$ cat src/rtl/key_debounce_onehot.sv
// rtl/key_debounce_onehot.sv - synchronizes and debounces 10 key lines into a registered one-hot vector and press strobe
// Optional macro KEY_MULTI_ERR_EN adds the registered oERR multi-key flag.
module key_debounce_onehot #(
    parameter int DB_CYCLES = 4,
    parameter int CNT_W     = 16
) (
    input  logic       iCLK,
    input  logic       iRST,
    input  logic [9:0] iKEY,
    output logic [9:0] oKEY,
    output logic       oPRESS
`ifdef KEY_MULTI_ERR_EN
    ,
    output logic       oERR
`endif
);

    typedef enum logic [1:0] {IDLE, DB_PRESS, HELD, DB_RELEASE} stateT;

    localparam logic [CNT_W-1:0] CNT_LAST = CNT_W'(DB_CYCLES - 1);

    stateT            state;
    stateT            nextState;
    logic [9:0]       syncMeta;
    logic [9:0]       keySync;
    logic [CNT_W-1:0] cnt;
    logic [CNT_W-1:0] cntNext;
    logic [9:0]       cand;
    logic [9:0]       candNext;
    logic [9:0]       keyNext;
    logic             pressNext;
    logic             isOneHot;

    // Clearing the lowest set bit leaves zero only when exactly one bit was set.
    assign isOneHot = (keySync != 10'd0) && ((keySync & (keySync - 10'd1)) == 10'd0);

    always_comb begin
        nextState = state;
        cntNext   = cnt;
        candNext  = cand;
        keyNext   = oKEY;
        pressNext = 1'b0;
        case (state)
            IDLE: begin
                keyNext = 10'd0;
                if (isOneHot) begin
                    candNext  = keySync;
                    cntNext   = '0;
                    nextState = DB_PRESS;
                end
            end
            DB_PRESS: begin
                if (keySync != cand) begin
                    nextState = IDLE;
                end else if (cnt == CNT_LAST) begin
                    nextState = HELD;
                    keyNext   = cand;
                    pressNext = 1'b1;
                end else begin
                    cntNext = cnt + CNT_W'(1);
                end
            end
            HELD: begin
                keyNext = cand;
                if (keySync != cand) begin
                    cntNext   = '0;
                    nextState = DB_RELEASE;
                end
            end
            DB_RELEASE: begin
                // Any non-matching vector counts toward release, even if it keeps changing.
                if (keySync == cand) begin
                    nextState = HELD;
                end else if (cnt == CNT_LAST) begin
                    nextState = IDLE;
                    keyNext   = 10'd0;
                end else begin
                    cntNext = cnt + CNT_W'(1);
                end
            end
            default: begin
                nextState = IDLE;
                keyNext   = 10'd0;
            end
        endcase
    end

    always_ff @(posedge iCLK) begin
        if (iRST) begin
            state <= IDLE;
        end else begin
            state <= nextState;
        end
    end

    always_ff @(posedge iCLK) begin
        if (iRST) begin
            syncMeta <= 10'd0;
            keySync  <= 10'd0;
            cnt      <= '0;
            cand     <= 10'd0;
            oKEY     <= 10'd0;
            oPRESS   <= 1'b0;
        end else begin
            syncMeta <= iKEY;
            keySync  <= syncMeta;
            cnt      <= cntNext;
            cand     <= candNext;
            oKEY     <= keyNext;
            oPRESS   <= pressNext;
        end
    end

`ifdef KEY_MULTI_ERR_EN
    always_ff @(posedge iCLK) begin
        if (iRST) begin
            oERR <= 1'b0;
        end else begin
            oERR <= ((keySync & (keySync - 10'd1)) != 10'd0);
        end
    end
`endif

endmodule

$ cat config.mk
export PLATFORM = sky130hd
export DESIGN_NAME = key_debounce_onehot
export DESIGN_NICKNAME = d
export VERILOG_FILES = /design/src/rtl/key_debounce_onehot.sv
export SDC_FILE = /design/constraint.sdc
export NUM_CORES = 1
export LEC_CHECK = 0
export ABC_AREA = 1
export CORE_MARGIN = 8
export CORE_UTILIZATION = 52
export DETAILED_ROUTE_END_ITERATION = 12
export GPL_TIMING_DRIVEN = 0
export PLACE_DENSITY = 0.77
export SYNTH_ARGS = -nofsm -noshare
export SYNTH_HDL_FRONTEND = slang
export SYNTH_SLANG_ARGS = --single-unit
export TNS_END_PERCENT = 5
$ cat constraint.sdc
create_clock -name iCLK -period 1.9 [get_ports iCLK]
set_input_delay 0.19 -clock iCLK [delete_from_list [all_inputs] [get_ports iCLK]]
set_output_delay 0.19 -clock iCLK [all_outputs]
set_load 0.02 [all_outputs]
==> results of run 1 <==
timing repair:
item | in CTS | in global routing
pin swaps | 1 | 6
cloned | 0 | 0
gates resized for setup | 3 | 22
buffers inserted | 1 | 1
setup endpoints to repair | 16 | 25
layout by cell type (no fill, tap or decap), types with 7 or more instances in the layout:
cell | netlist | layout
inv_1 | 52 | 51
nor2_1 | 70 | 68
clkbuf_8 | 0 | 9
nand3_1 | 29 | 28
a21oi_1 | 36 | 36
nand4_1 | 7 | 7
clkbuf_1 | 8 | 7
inv_2 | 6 | 7
dfxtp_1 | 59 | 47
clkdlybuf4s50_1 | 0 | 22
xor2_1 | 11 | 11
o21ai_0 | 24 | 24
nand2_1 | 69 | 69
dfxtp_2 | 0 | 9
cell usage after synthesis, types with 2 or more instances:
master | count | share of area (%)
nor2_1 | 70 | 9.0
nand2_1 | 69 | 8.8
dfxtp_1 | 59 | 40
inv_1 | 52 | 6.7
a21oi_1 | 36 | 6.1
nand3_1 | 29 | 5.0
o21ai_0 | 24 | 4.1
xor2_1 | 11 | 3.3
clkbuf_1 | 8 | 1.0
nand4_1 | 7 | 1.5
ha_1 | 6 | 2.6
inv_2 | 6 | 0.77
nor3_1 | 6 | 1.0
nor4_1 | 4 | 0.85
buf_6 | 3 | 1.2
nand2_2 | 3 | 0.64
nand2_4 | 3 | 1.2
nand3_2 | 3 | 1.0
nor2_4 | 3 | 1.2
o21ai_1 | 3 | 0.51
a21oi_2 | 2 | 0.60
buf_1 | 2 | 0.26
nor2_2 | 2 | 0.43
xnor2_1 | 2 | 0.60
kinds of logic (layout without fill, tap and decap cells):
group           count (synthesis)  in the layout  share of synthesized area (%)
buf+inv                        72            112                           10.0
flops                          59             59                           40.3
compound gates                 66             66                           11.6
fa+ha+maj                       6              6                           2.56
simple gates                  202            202                           31.6
xor+xnor                       13             13                           3.89
flip-flops by register name, summed over array words and instances (netlist names), named ones only:
register	count
cand	10
cnt	16
keySync	10
oKEY	10
oPRESS	1
state	1
syncMeta	10
final cells by class:
class | count | area, um^2 | share of cell area, %
repair buffers | 24 | 235 | 6.71
inverters | 58 | 218 | 6.21
clock inverters | 7 | 76.3 | 2.18
well taps | 72 | 90.1 | 2.57
multi-input cells | 287 | 1480 | 42.2
flip-flops and latches | 59 | 1200 | 34.3
clock buffers | 9 | 124 | 3.53
plain buffers | 14 | 81.3 | 2.32
metrics by stage:
step / area (um^2) / util, %
floorplan: 2930 / -
global placement: 3240 / 59.2
detailed placement: 3240 / 59.2
CTS: 3460 / 63.2
global route: 3510 / 64.1
finish: 3510 / 64.1
how the worst max path moves through the flow:
stage / depth (start not counted) / end / start / slack, ps
floorplan: 9 / cnt[2] / flip-flop / 140
global placement: 9 / cnt[2] / flip-flop / -140
detailed placement: 9 / cnt[4] / flip-flop / -230
CTS: 11 / cnt[3] / keySync[0] / 20
global route: 10 / cand[2] / keySync[5] / -80
finish: 14 / cnt[3] / cand[1] / 100
layer usage:
| metal | up-vias | part of all wire, % | routed length, um |
|---|---|---|---|
| met4 | 0 | 1.6 | 100 |
| met3 | 12 | 5.3 | 344 |
| met2 | 66 | 47 | 3050 |
| li1 | 1395 | - | - |
| met5 | - | 0 | 0 |
| met1 | 1226 | 46 | 2930 |
where the power goes:
| part | switching, uW | leakage, uW | internal, uW |
|---|---|---|---|
| logic | 1200 | 0.000809 | 735 |
| registers | 147 | 0.000489 | 1470 |
| clock network | 539 | 0.0000958 | 611 |
| total | 1880 | 0.00139 | 2820 |
worst reg2reg max path: stages, from the launching register on:
cell     delay, ps
dfxtp_2        350
inv_1           50
nand2_1         50
nand2_1         60
nor2_2         120
nand2_2         90
nor2_4         150
nand2_4         90
nand2_4         70
nand2_2         60
nor2_4         180
nand2_4        120
buf_8          160
nand2_1         60
a21oi_1         50
==> impl_metrics.json, run 1 <==
{
  "status": "completed",
  "vias": 2699,
  "numClockSinks": 59,
  "clk_pin_slew_ps": 70,
  "drc_errors": 0,
  "cts_root_buf": "clkbuf_8",
  "htree_levels": 3,
  "viasPerCell": 5.09,
  "hold_slack_ps": 356,
  "grt_max_degree": 13,
  "drv_slew": 0,
  "cts_tree": "built",
  "worst-path-max-fanout": 10,
  "coreArea_mm2": 0.00547,
  "port-buffer-count": 22,
  "syn_nets": 436,
  "vdd_drop_max_v": 0.000680,
  "die_area_mm2": 0.00829,
  "synth-seq-cells": 59,
  "worst_hold_path.endpoint": "syncMeta[9]",
  "gp_congestion": 0.943,
  "wire_per_inst_um": 12.1,
  "syn_to_final_growth_pct": 19.7,
  "grt.overflow.total": 0,
  "crit_type": "reg -> reg",
  "diodes": 0,
  "die_x_um": 91.1,
  "hold_path_class": "in -> reg",
  "drive_above_1_share_pct": 14.0,
  "reg2reg_slack_ps": 100,
  "finish.net_count": 471,
  "worstReg2RegEnd": "cnt[3]",
  "syn-cell-area_mm2": 0.00293,
  "dp_cells": 512,
  "fill_cells": 501,
  "cp-end-kind": "flip-flop",
  "syn_avg_cell_area_um2": 7.01,
  "yosysWarnings": 0,
  "clock_path_buffers": 2,
  "drt_iter0_markers": 148,
  "p_leak_uw": 0.00139,
  "hold_depth": 3,
  "r2r-start": "cand[1]",
  "synth.distinct_cells": 29,
  "grt_pass1_wl_um": 10900,
  "tns_ps": 0,
  "rr_worst_depth": 14,
  "grt_pass1_vias": 2476,
  "std_cell_rows": 27,
  "antenna_found_initial": 0,
  "io_pins": 23,
  "routed_wl_um": 6430,
  "grt_busiest_layer": "met2",
  "crit_chain": "inv_1 -> nand2_1 -> nand2_1 -> nor2_2 -> nand2_2 -> nor2_4 -> nand2_4 -> nand2_4 -> nand2_2 -> nor2_4 -> nand2_4 -> buf_8 -> nand2_1 -> a21oi_1",
  "cp_data_arrival_time_ps": 1990,
  "total_power_uw": 4700,
  "max_slew_margin_pct": 64.1,
  "setup_slack_ps": 104,
  "worstMarginPinSlew_ps": 538,
  "syn_inst": 418,
  "postRouteAntennaNets": 0,
  "critPathLaunchType": "flip-flop",
  "grtUsageMet1_pct": 18.8,
  "grt_usage_pct": 15.7,
  "firstDrtPassIters": 4,
  "grt_util_met3_pct": 4.03,
  "fin_cells": 530,
  "die_h_um": 91.1,
  "timing.final.crit_share_pct": 94.5,
  "power_density_mw_per_mm2": 1340,
  "synthArstFlopShare_pct": 0,
  "met2_usage_pct": 26.1,
  "dpl.hpwl_um": 4550,
  "cts_hold_buf": 0,
  "slowest_stage": "dfxtp_2",
  "slowest_delay_ps": 350,
  "yosysSeqAreaShare_pct": 40.3,
  "critPathBufInv": 2,
  "hold_start": "iKEY[9]",
  "finClkSkew_ps": 10.9,
  "cts_buffers": 9,
  "synth_edf_count": 0,
  "period_minus_slack_ps": 1800,
  "timing.critical_path.max_delay_family": "simple AND/OR/NAND/NOR gates",
  "yosys_most_used_dff": "dfxtp_1",
  "dp_worst_setup_slack_ps": -226,
  "cap_violations": 0,
  "hold_viol": 0,
  "clk_latency_ps": 340,
  "start_util_pct": 53.5,
  "clock.fmax_mhz": 557,
  "cp.required_ps": 2100,
  "setup_viol": 0,
  "rsz0062_at_grt": "true"
}
No activity file was read; power rests on OpenSTA's default activity.
==> run 2: changes to the inputs <==
--- a/config.mk
+++ b/config.mk
@@ -6,6 +6,7 @@
 export NUM_CORES = 1
 export LEC_CHECK = 0
 export ABC_AREA = 1
+export CAP_MARGIN = 15
 export CORE_MARGIN = 8
 export CORE_UTILIZATION = 52
 export DETAILED_ROUTE_END_ITERATION = 12
@@ -14,4 +15,3 @@
 export SYNTH_ARGS = -nofsm -noshare
 export SYNTH_HDL_FRONTEND = slang
 export SYNTH_SLANG_ARGS = --single-unit
-export TNS_END_PERCENT = 5
==> impl_metrics.json, run 2 (synthesized netlist as in run 1, its figures left out) <==
{
  "status": "completed",
  "setup_viol": 0,
  "io_pins": 23,
  "timing.critical_path.max_delay_family": "simple AND/OR/NAND/NOR gates",
  "std_cell_rows": 27,
  "setup_slack_ps": 68.6,
  "largest_register": "cnt",
  "numClockSinks": 59,
  "switching_share_pct": 39.7,
  "drv_slew": 0,
  "cp.required_ps": 2090,
  "dpl.hpwl_um": 4550,
  "firstDrtPassIters": 5,
  "rr_worst_depth": 14,
  "htree_levels": 3,
  "postRouteAntennaNets": 0,
  "layout_common_cells": "69 x nand2_1, 68 x nor2_1, 51 x inv_1",
  "clock_path_buffers": 2,
  "port-buffer-count": 22,
  "clk_latency_ps": 340,
  "diodes": 0,
  "cts_tree": "built",
  "grt_max_degree": 13,
  "vias": 2788,
  "switching_power_uw": 1970,
  "reg2reg_slack_ps": 70,
  "grt_pass1_wl_um": 10900,
  "combinationalPowerShare_pct": 44.3,
  "wire_per_inst_um": 12.4,
  "mostFrequentLayoutCell": "nand2_1",
  "cap_violations": 0,
  "coreArea_mm2": 0.00547,
  "syn_to_final_growth_pct": 23.5,
  "slowest_stage": "dfxtp_2",
  "power_density_mw_per_mm2": 1380,
  "routed_wl_um": 6720,
  "r2r-start": "cand[1]",
  "timing.final.crit_share_pct": 96.4,
  "cp_data_arrival_time_ps": 2030,
  "drt_iter0_markers": 205,
  "grt_pass1_vias": 2476,
  "power_frac_clock_pct": 23.1,
  "internal_power_uw": 3000,
  "hold_slack_ps": 357,
  "die_h_um": 91.1,
  "hold_depth": 3,
  "rsz0062_at_grt": "true",
  "clock.fmax_mhz": 546,
  "grt.overflow.total": 0,
  "p_leak_uw": 0.00147,
  "die_x_um": 91.1,
  "worst_hold_path.endpoint": "syncMeta[9]",
  "critPathLaunchType": "flip-flop",
  "grt_usage_pct": 15.7,
  "gp_congestion": 0.943,
  "cts_root_buf": "clkbuf_8",
  "finClkSkew_ps": 10.3,
  "worstMarginPinSlew_ps": 552,
  "drive_above_1_share_pct": 15.6,
  "dp_worst_setup_slack_ps": -226,
  "period_minus_slack_ps": 1830,
  "start_util_pct": 53.5,
  "seqPwrFrac_pct": 32.6,
  "worstReg2RegEnd": "cnt[3]",
  "cts_hold_buf": 0,
  "slowest_delay_ps": 350,
  "viasPerCell": 5.15,
  "die_area_mm2": 0.00829,
  "finish.net_count": 482,
  "tns_ps": 0,
  "vdd_drop_max_v": 0.000703,
  "crit_type": "reg -> reg",
  "cts_buffers": 9,
  "largest_reg_flops": 16,
  "crit_chain": "inv_1 -> nand2_1 -> nand2_1 -> nor2_2 -> nand2_2 -> nor2_4 -> nand2_4 -> nand2_4 -> nand2_4 -> nor2_4 -> nand2_4 -> clkbuf_16 -> nand2_1 -> a21oi_1",
  "cp-end-kind": "flip-flop",
  "hold_viol": 0,
  "critPathBufInv": 2,
  "worst-path-max-fanout": 5,
  "hold_start": "iKEY[9]",
  "clk_pin_slew_ps": 70,
  "hold_path_class": "in -> reg",
  "total_power_uw": 4980,
  "antenna_found_initial": 0,
  "critPathMostFrequentCell": "nand2_4",
  "fin_util_pct": 66.1,
  "max_slew_margin_pct": 63.2,
  "drc_errors": 0
}
==> run 2: routing by layer <==
metal  GRT usage (%)  part of all wire [%]  routed length (um)  vias to the layer above
met5               0                     0                   0                        -
met4            6.28                   1.5                  99                        0
met3            4.03                   5.8                 390                       11
met2            26.1                    48                3250                       83
met1            18.8                    44                2980                     1272
li1                -                     -                   -                     1422
==> run 2: worst max-delay path by stage <==
| stage | from | endpoint | slack, ps | cells after the start |
|---|---|---|---|---|
| CTS | keySync[0] | cnt[3] | 20 | 11 |
| detailed placement | flip-flop | cnt[4] | -230 | 9 |
| finish | cand[1] | cnt[3] | 70 | 14 |
| global placement | flip-flop | cnt[2] | -140 | 9 |
| floorplan | flip-flop | cnt[2] | 140 | 9 |
| global route | keySync[5] | cand[2] | -80 | 10 |
==> run 2: worst min-delay path, stage by stage <==
cell and delay [ps]:
clkdlybuf4s50_1 390, inv_1 50, nor2_1 30
==> run 2: per-stage QoR <==
step,instances,instance area (um^2)
after detailed placement,512,3240
final,541,3620
after floorplan,418,2930
after global routing,541,3620
after global placement,512,3240
after CTS,529,3460
==> run 2: layout make-up <==
cell class              count  area [um^2]
clock buffers               9          124
clock inverters             7         76.3
plain buffers              14         81.3
flip-flops and latches     59         1200
well taps                  72         90.1
fillers                   482         1850
inverters                  58          218
repair buffers             34          328
multi-input cells         288         1500
==> run 2: power by group through the flow <==
stage	logic (uW)	clock network [uW]	registers, uW
2_1_floorplan	1170	0	1750
3_3_place_gp	1790	0	1630
3_5_place_dp	1830	0	1640
4_1_cts	1870	1170	1610
5_1_grt	2420	1230	1660
6_report	2200	1150	1620
==> run 2: repair_timing <==
item	CTS	global route
gates resized for setup	3	22
endpoints found under the setup margin	16	25
setup buffers	1	10
endpoints found under the hold margin	0	0
pin swaps	1	7
cloned	0	2
==> run 3: changes to the inputs <==
--- a/config.mk
+++ b/config.mk
@@ -6,7 +6,7 @@
 export NUM_CORES = 1
 export LEC_CHECK = 0
 export ABC_AREA = 1
-export CAP_MARGIN = 15
+export CAP_MARGIN = 0
 export CORE_MARGIN = 8
 export CORE_UTILIZATION = 52
 export DETAILED_ROUTE_END_ITERATION = 12
==> results of run 3 <==
The final DEF is identical to that of run 2; final timing and power are the same.
